===== config.mk =====
export PLATFORM = sky130hd
export DESIGN_NAME = rr_arb_mux_flat
export DESIGN_NICKNAME = d
export VERILOG_FILES = /design/src/rtl/rr_arb_mux_if.sv /design/src/rtl/rr_arb_mux.sv /design/src/flat_wrapper.sv
export SDC_FILE = /design/constraint.sdc
export NUM_CORES = 1
export LEC_CHECK = 0
export CAP_MARGIN = 20
export CELL_PAD_IN_SITES_DETAIL_PLACEMENT = 1
export CELL_PAD_IN_SITES_GLOBAL_PLACEMENT = 1
export CORE_MARGIN = 4
export CORE_UTILIZATION = 32
export CTS_CLUSTER_DIAMETER = 150
export DETAILED_ROUTE_END_ITERATION = 6
export PLACE_DENSITY = 0.89
export SLEW_MARGIN = 20
export SYNTH_ARGS = -nofsm -noshare
export SYNTH_HDL_FRONTEND = slang
export SYNTH_SLANG_ARGS = --single-unit

===== constraint.sdc =====
create_clock -name clk -period 6.8 [get_ports clk]
set_input_delay 1.36 -clock clk [delete_from_list [all_inputs] [get_ports clk]]
set_output_delay 1.36 -clock clk [all_outputs]
set_load 0.02 [all_outputs]

===== src/rtl/rr_arb_mux_if.sv =====
// Handshake/bus bundle for rr_arb_mux: NUM_IN request channels in, one registered word out.
// The master side drives the requests and out_ready; the slave side is the arbiter/mux.
interface rr_arb_mux_if #(
    parameter int NUM_IN = 8,
    parameter int WIDTH  = 16
);
    localparam int SELW = (NUM_IN > 1) ? $clog2(NUM_IN) : 1;

    logic [NUM_IN*WIDTH-1:0] in_data;
    logic [NUM_IN-1:0]       in_valid;
    logic [NUM_IN-1:0]       in_ready;
    logic [WIDTH-1:0]        out_data;
    logic [SELW-1:0]         out_sel;
    logic                    out_valid;
    logic                    out_ready;

    modport master (
        output in_data, in_valid, out_ready,
        input  in_ready, out_data, out_sel, out_valid
    );

    modport slave (
        input  in_data, in_valid, out_ready,
        output in_ready, out_data, out_sel, out_valid
    );
endinterface


===== src/rtl/rr_arb_mux.sv =====
// Registered N:1 mux with round-robin arbitration and a valid/ready output stage.
// Optional macro RR_ARB_MUX_FORCE_EN adds force_en/force_sel to override the round-robin choice.
module rr_arb_mux #(
    parameter  int NUM_IN = 8,
    parameter  int WIDTH  = 16,
    localparam int SELW   = (NUM_IN > 1) ? $clog2(NUM_IN) : 1
) (
    input  logic            clk,
    input  logic            rst_n,
`ifdef RR_ARB_MUX_FORCE_EN
    input  logic            force_en,
    input  logic [SELW-1:0] force_sel,
`endif
    rr_arb_mux_if.slave     bus
);

    localparam logic [SELW:0]   NUM_IN_W = (SELW+1)'(NUM_IN);
    localparam logic [SELW-1:0] LAST_IDX = SELW'(NUM_IN - 1);

    logic              out_valid_q, out_valid_d;
    logic [WIDTH-1:0]  out_data_q,  out_data_d;
    logic [SELW-1:0]   out_sel_q,   out_sel_d;
    logic [SELW-1:0]   rr_ptr_q,    rr_ptr_d;

    logic              rr_found_s;
    logic [SELW-1:0]   rr_idx_s;
    logic [SELW:0]     scan_s;
    logic              hit_s;
    logic              req_s;
    logic              upd_ptr_s;
    logic [SELW-1:0]   win_idx_s;
    logic [WIDTH-1:0]  win_data_s;
    logic              load_s;
    logic [NUM_IN-1:0] grant_s;

    // Round-robin search: first requesting channel at or after rr_ptr, with explicit wrap.
    always_comb begin
        rr_found_s = 1'b0;
        rr_idx_s   = '0;
        scan_s     = '0;
        hit_s      = 1'b0;
        for (int k = 0; k < NUM_IN; k++) begin
            scan_s     = {1'b0, rr_ptr_q} + (SELW+1)'(k);
            scan_s     = (scan_s >= NUM_IN_W) ? (scan_s - NUM_IN_W) : scan_s;
            hit_s      = bus.in_valid[scan_s[SELW-1:0]];
            rr_idx_s   = (!rr_found_s && hit_s) ? scan_s[SELW-1:0] : rr_idx_s;
            rr_found_s = rr_found_s | hit_s;
        end
    end

    // Winner selection; a forced pick never moves the round-robin pointer.
    always_comb begin
`ifdef RR_ARB_MUX_FORCE_EN
        if (force_en) begin
            win_idx_s = force_sel;
            req_s     = ({1'b0, force_sel} < NUM_IN_W) && bus.in_valid[force_sel];
            upd_ptr_s = 1'b0;
        end else begin
            win_idx_s = rr_idx_s;
            req_s     = rr_found_s;
            upd_ptr_s = 1'b1;
        end
`else
        win_idx_s = rr_idx_s;
        req_s     = rr_found_s;
        upd_ptr_s = 1'b1;
`endif
    end

    assign win_data_s = bus.in_data[int'(win_idx_s)*WIDTH +: WIDTH];
    assign load_s     = req_s & (~out_valid_q | bus.out_ready);

    // One-hot accept for the winner, suppressed while reset is asserted.
    always_comb begin
        grant_s = '0;
        if (load_s && rst_n) begin
            grant_s[win_idx_s] = 1'b1;
        end else begin
            grant_s = '0;
        end
    end

    // Next-state for the output stage and the round-robin pointer.
    always_comb begin
        out_valid_d = out_valid_q;
        out_data_d  = out_data_q;
        out_sel_d   = out_sel_q;
        rr_ptr_d    = rr_ptr_q;
        if (load_s) begin
            out_valid_d = 1'b1;
            out_data_d  = win_data_s;
            out_sel_d   = win_idx_s;
            if (upd_ptr_s) begin
                rr_ptr_d = (win_idx_s == LAST_IDX) ? '0 : (win_idx_s + SELW'(1));
            end else begin
                rr_ptr_d = rr_ptr_q;
            end
        end else if (out_valid_q && bus.out_ready) begin
            out_valid_d = 1'b0;
        end else begin
            out_valid_d = out_valid_q;
        end
    end

    // State registers; reset discards any held word.
    always_ff @(posedge clk or negedge rst_n) begin
        if (!rst_n) begin
            out_valid_q <= 1'b0;
            out_data_q  <= '0;
            out_sel_q   <= '0;
            rr_ptr_q    <= '0;
        end else begin
            out_valid_q <= out_valid_d;
            out_data_q  <= out_data_d;
            out_sel_q   <= out_sel_d;
            rr_ptr_q    <= rr_ptr_d;
        end
    end

    assign bus.in_ready  = grant_s;
    assign bus.out_data  = out_data_q;
    assign bus.out_sel   = out_sel_q;
    assign bus.out_valid = out_valid_q;

endmodule


===== src/flat_wrapper.sv =====
// flat-port wrapper written by rule: the top's interface ports become plain ports
module rr_arb_mux_flat 
#(
    parameter  int NUM_IN = 8,
    parameter  int WIDTH  = 16,
    localparam int SELW   = (NUM_IN > 1) ? $clog2(NUM_IN) : 1
)
  (clk, rst_n, bus_in_data, bus_in_valid, bus_out_ready, bus_in_ready, bus_out_data, bus_out_sel, bus_out_valid);
  rr_arb_mux_if #(.NUM_IN(NUM_IN), .WIDTH(WIDTH)) bus_i ();
  input  logic clk;
  input  logic rst_n;
  input wire logic [$bits(bus_i.in_data)-1:0] bus_in_data;
  input wire logic [$bits(bus_i.in_valid)-1:0] bus_in_valid;
  input wire logic [$bits(bus_i.out_ready)-1:0] bus_out_ready;
  output wire logic [$bits(bus_i.in_ready)-1:0] bus_in_ready;
  output wire logic [$bits(bus_i.out_data)-1:0] bus_out_data;
  output wire logic [$bits(bus_i.out_sel)-1:0] bus_out_sel;
  output wire logic [$bits(bus_i.out_valid)-1:0] bus_out_valid;
  assign bus_i.in_data = bus_in_data;
  assign bus_i.in_valid = bus_in_valid;
  assign bus_i.out_ready = bus_out_ready;
  assign bus_in_ready = bus_i.in_ready;
  assign bus_out_data = bus_i.out_data;
  assign bus_out_sel = bus_i.out_sel;
  assign bus_out_valid = bus_i.out_valid;
  rr_arb_mux #(.NUM_IN(NUM_IN), .WIDTH(WIDTH)) u_core (.clk(clk), .rst_n(rst_n), .bus(bus_i));
endmodule

# Word-level counts from Yosys, hierarchy flattened
# Index checks and enable logic that the tools add are counted.
[classes] n_eq_ne=1 addsub=16 n_mux=38 reduce_logical=18 order_cmp=18 shift=1 bitwise_logic=10
[op_table] cell="128-bit by 8-bit indexed part select with 16-bit output" n=1
[op_table] cell="3-bit 2-to-1 mux" n=17
[op_table] cell="3-bit by 4-bit < comparator with 1-bit output (second input constant)" n=9
[op_table] cell="4-bit greater-or-equal comparator (second input constant)" n=7
[op_table] cell="1-bit binary-select mux with 3-bit select" n=8
[op_table] cell="3-bit by 1-bit subtractor with 3-bit output (second input constant)" n=8
[op_table] cell="3-bit by 3-bit adder with 4-bit output (second input constant)" n=4
[op_table] cell="1-bit 2-to-1 mux" n=11
[op_table] cell="1-bit logical AND" n=10
[op_table] cell="3-bit by 2-bit adder with 4-bit output (second input constant)" n=2
[op_table] cell="8-bit 2-to-1 mux" n=1
[op_table] cell="1-bit bitwise OR" n=8
[op_table] cell="1-bit zero test" n=7
[op_table] cell="3-bit by 1-bit adder with 4-bit output (second input constant)" n=1
[op_table] cell="3-bit by 4-bit greater-or-equal comparator with 1-bit output (second input constant)" n=1
[op_table] cell="3-bit by 1-bit adder with 3-bit output (second input constant)" n=1
[op_table] cell="1-bit demux with 3-bit select" n=1
[op_table] cell="3-bit equality test (second input constant)" n=1
[op_table] cell="3-bit by 1-bit greater-or-equal comparator with 1-bit output (second input constant)" n=1
[op_table] cell="2-bit nonzero test" n=1
[op_table] cell="1-bit AND" n=1
[op_table] cell="1-bit inverter" n=1
[totals] in_bits=139 output_inout_bits=28 ff_bits=23 word_cells=106

# Longest topological paths before layout
[depth] ltp_word=19 ltp_mapped=16 mapped_depth_nobuf=11

# Worst setup path before layout
# No wires, ideal clock.
[synth_path] kind="input port to output port" startpoint="input port bus_in_valid[6]" endpoint="output port bus_in_ready[3]" n_path_buf=2 t_required_ps=5440 setup_slack_ps=1860 stages=10 arrival_ps=3580 path_cell_list="mux4_2 -> a21oi_1 -> a22oi_2 -> nor4_4 -> and3_1 -> a21oi_2 -> buf_6 -> buf_6 -> or2_4 -> nor2_1"
[synth_via] elab_chain_len=16 elab_cells_between_ends=53 cone_classes="2 x order compare; 27 x mux; 8 x bitwise; 16 x reduce/logical"
[synth_lines] element="start, declared" line_no="flat_wrapper.sv:13" rtl="input wire logic [$bits(bus_i.in_valid)-1:0] bus_in_valid;"
[synth_lines] element="1-bit binary-select mux with 3-bit select" line_no="rr_arb_mux.sv:45" rtl="hit_s = bus.in_valid[scan_s[SELW-1:0]];"
[synth_lines] element="1-bit 2-to-1 mux (not written as such)" line_no="rr_arb_mux.sv:45"
[synth_lines] element="1-bit zero test / 1-bit bitwise OR (equally long branches)" line_no="rr_arb_mux.sv:46, rr_arb_mux.sv:47"
[synth_lines] element="1-bit logical AND (tied with other cells)" line_no="rr_arb_mux.sv:46" rtl="rr_idx_s = (!rr_found_s && hit_s) ? scan_s[SELW-1:0] : rr_idx_s;"
[synth_lines] element="3-bit 2-to-1 mux (tied with other cells) (5 in series)" line_no="rr_arb_mux.sv:46"
[synth_lines] element="3-bit 2-to-1 mux / 1-bit logical AND (equally long branches)" line_no="rr_arb_mux.sv:46"
[synth_lines] element="3-bit 2-to-1 mux" line_no="rr_arb_mux.sv:46"
[synth_lines] element="3-bit by 4-bit < comparator with 1-bit output (not written as such) / 3-bit by 1-bit greater-or-equal comparator with 1-bit output (equally long branches)" line_no="rr_arb_mux.sv:77" rtl="grant_s[win_idx_s] = 1'b1;"
[synth_lines] element="1-bit logical AND (not written as such)" line_no="rr_arb_mux.sv:77"
[synth_lines] element="1-bit 2-to-1 mux (not written as such)" line_no="rr_arb_mux.sv:77"
[synth_lines] element="1-bit demux with 3-bit select"
[synth_lines] element="8-bit 2-to-1 mux (*)" line_no="rr_arb_mux.sv:76" rtl="if (load_s && rst_n) begin"
[synth_lines] element="end, declared" line_no="flat_wrapper.sv:15" rtl="output wire logic [$bits(bus_i.in_ready)-1:0] bus_in_ready;"
# Mark *: on every way between the ends. The rest lies on a longest branch, timed or not. The select of a mux whose other input is x is not followed.

# Worst setup path after layout
[layout_path] startpoint="input port bus_in_valid[0]" endpoint="output port bus_in_ready[5]"
# The elaborated chain is that of the path after synthesis.

==> run_results.csv <==
group,metric,value,unit
status,status,"finished, final reports clean",
clock_network,cts_hold_buf,0,
critical_path,cp.arrival,4.90,ns
route,dr.pass1.iters,4,
finish,fill_cells,1091,
global_route,grt_max_degree,40,
power_and_ir_drop,power_density,685,nW/um^2
power_and_ir_drop,sequentialPowerShare,0.080,
timing,drv_slew,0,
job,max_cap_viol_count,0,
synth,synth_area_leaders,"mux2i_1 21%, dfrtp_1 18%, mux4_2 9.7%",
power_and_ir_drop,switching_power,0.00179,W
route,drt_first_iter_violations,135,
global_route,overflow,0,
synth,yosys.area.top_type,"mux2i_1",
synth,synth.distinct_cells,55,
timing,setup_viol,0,
finish,final_layout_size_suffix_gt1_frac,0.147,
clock_network,cts_max_path_buffers,2,
clock_network,htreeDepth,1,
synth,syn-num-nets,464,
timing,setup_tns,0,ns
global_route,grtUsageTotal,0.214,
placement,dp.cells,606,
timing,hold_viol,0,
timing,rsz0062_at_grt,"false",
synth,synth_common_cells,"69 x mux2i_1, 32 x a22o_1, 26 x nand2_1, 23 x dfrtp_1, 19 x nor2_1",
die,die_h,109,um
synth,synth_edf_count,0,
die,coreArea,9820,um^2
synth,synth-seq-area-share,0.177,
die,die_w,109,um
placement,gp_congestion,0.981,
placement,dp_hpwl,10.6,mm
route,num_vias,3414,
clock_network,cts_buffers,3,
timing,worst-slew-pin-transition,0.942,ns
die,std_cell_rows,36,
synth,yosysWarnings,0,
synth,yosysMostFrequentCell,"mux2i_1",
power_and_ir_drop,p_comb_frac,0.894,
critical_path,crit_required,5.44,ns
die,die-area,11800,um^2
synth,netlist_area,3250,um^2
clock_network,cts_sinks,23,
clock_network,clock-root-buffer,"clkbuf_8",
critical_path,critPathLaunchType,"input pin",
clock_network,clk_pin_slew,0.08,ns
global_route,first_global_vias,3812,
timing,fmax,0.160,GHz
power_and_ir_drop,power,0.00343,W
finish,multi_input_area,2470,um^2
die,io_pins,167,
critical_path,path_cells,"clkdlybuf4s50_1, mux4_2, mux2i_2, o31ai_2, nor4_4, nand3_1, clkinv_1, nor2_1, nand3b_1, nor2_1, clkdlybuf4s50_1",
power_and_ir_drop,p_clk_frac,0.026,
timing,fin_crit,6.26,ns
power_and_ir_drop,p_sw_frac,0.523,
placement,portBuffers,166,
route,ant_nets,0,
synth,ys_ff_latch,23,
route,drt_drc_violations_left,0,
power_and_ir_drop,p_int,0.00164,W
finish,ff_latch_area,576,um^2
finish,n_antenna_cell,0,
synth,ys_async_sr_fraction,1.00,
critical_path,max_stage_delay,0.65,ns
finish,fin_nets,619,
power_and_ir_drop,cellLeakagePower,1.96,nW
power_and_ir_drop,peakVddDrop,0.298,mV
synth,synth_cells,323,
global_route,antenna_found_initial,0,
global_route,grt_pass1_wl,19.9,mm
min_path,hold_path_class,"flip-flop to flip-flop",
critical_path,critPathKind,"input pin to primary output",
clock_network,post_cts_buffers,0,
finish,fin_cells,610,
die,initial_core_util,0.331,
route,postRouteWirelength,12.7,mm
synth,synth_top_area_frac,0.212,
critical_path,critical-path-slowest-cell,"mux4_2",
synth,syn_area_per_cell,10.1,um^2
critical_path,end_kind,"primary output",
synth,synth-main-ff-cell,"dfrtp_1",
finish,syn_to_final_growth,53.9,%
clock_network,clk-insertion-delay-late,0.26,ns
timing,finClkSkew,0.00409,ns
timing,slew_headroom,0.372,
route,wl_per_cell,20.9,um
timing,post-route-period-util,0.920,
clock_network,cts_resized,0,
critical_path,cp_max_fo,9,
clock_network,cts_tree,"done",
route,routed_via_density,5.60,
[cell type report]
cell class	count	area share
Sequential cell	23	0.115
Clock buffer	4	0.00900
Multi-Input combinational cell	268	0.493
Tap cell	133	0.0332
Inverter	8	0.00600
Timing Repair Buffer	174	0.344
[power groups by stage]
stage / clock, W / combinational (W) / sequential, W
after floorplan: 0 / 0.00241 / 0.000326
after global placement: 0 / 0.00293 / 0.000272
after detailed placement: 0 / 0.00308 / 0.000278
after CTS: 0.0000911 / 0.00308 / 0.000276
after global routing: 0.0000938 / 0.00329 / 0.000285
final: 0.0000881 / 0.00307 / 0.000274
[sequential cells by signal, indices dropped and copies added, names as in the netlist]
name and count:
u_core.bus.out_data 16, u_core.rr_ptr_q 3, u_core.bus.out_sel 3, u_core.bus.out_valid 1
[cells by family after synthesis]
family                     after synthesis  synth area share
buffers and inverters                   32            0.0696
and+or+nand+nor                         70             0.108
muxes                                   96             0.359
AOI/OAI and AO/OA                       94             0.258
DFF                                     23             0.177
xor gates and xnor gates                 6            0.0208
adders and majority gates                2           0.00769
[per-layer routing]
layer	up-vias	part of all wire	GRT usage
met3	22	0.067	0.0485
met5	-	0	0
met2	142	0.54	0.409
met1	1677	0.37	0.232
li1	1573	-	-
met4	0	0.028	0.0694
[layout by cell type, fill, tap and decap left out, drive strengths merged, types with 2 or more instances in the layout]
cell type,count
or2,2
o31ai,17
dfrtp,23
nand3b,2
o22ai,4
inv,6
nand3,4
a221oi,4
xnor2,3
ha,2
mux4,14
o21ai,8
a211oi,2
buf,8
o211ai,3
nand2,26
nand2b,5
clkbuf,4
a21oi,10
mux2,10
mux2i,72
a31oi,4
a22o,32
o21a,2
nor3,9
clkinv,2
xor2,3
clkdlybuf4s50,166
nor2,19
[per-stage QoR]
stage          worst slack [ns]  hold WS [ns]  utilization  cell area [um^2]
2_1_floorplan              1.86         0.590            -              3250
3_3_place_gp              0.808         0.464        0.505              4960
3_5_place_dp              0.572         0.482        0.505              4960
4_1_cts                   0.551         0.505        0.510              5010
5_1_grt                   0.318         0.521        0.510              5010
6_report                  0.542         0.497        0.510              5010
[worst max-delay path: cells and delay by family]
| kind | cells | cell delay [ns] |
|---|---|---|
| simple gates | 5 | 1.05 |
| compound gates | 1 | 0.18 |
| mux | 2 | 0.95 |
| buf+inv | 3 | 1.36 |
[final timing paths]
kind                                       startpoint                       to  slack [ns]  depth (start not counted)
worst min register to register  u_core.bus.out_sel[1]    u_core.bus.out_sel[1]        0.50                          2
worst max register to register     u_core.rr_ptr_q[0]   u_core.bus.out_data[8]        2.78                         12
worst min-delay path            u_core.bus.out_sel[1]    u_core.bus.out_sel[1]        0.50                          2
max in group asynchronous                       rst_n    u_core.bus.out_sel[2]        5.06                          2
min in group asynchronous                       rst_n  u_core.bus.out_data[14]        1.47                          2
worst max-delay path                  bus_in_valid[0]          bus_in_ready[5]        0.54                         11
No activity file was read; power rests on OpenSTA's default activity.
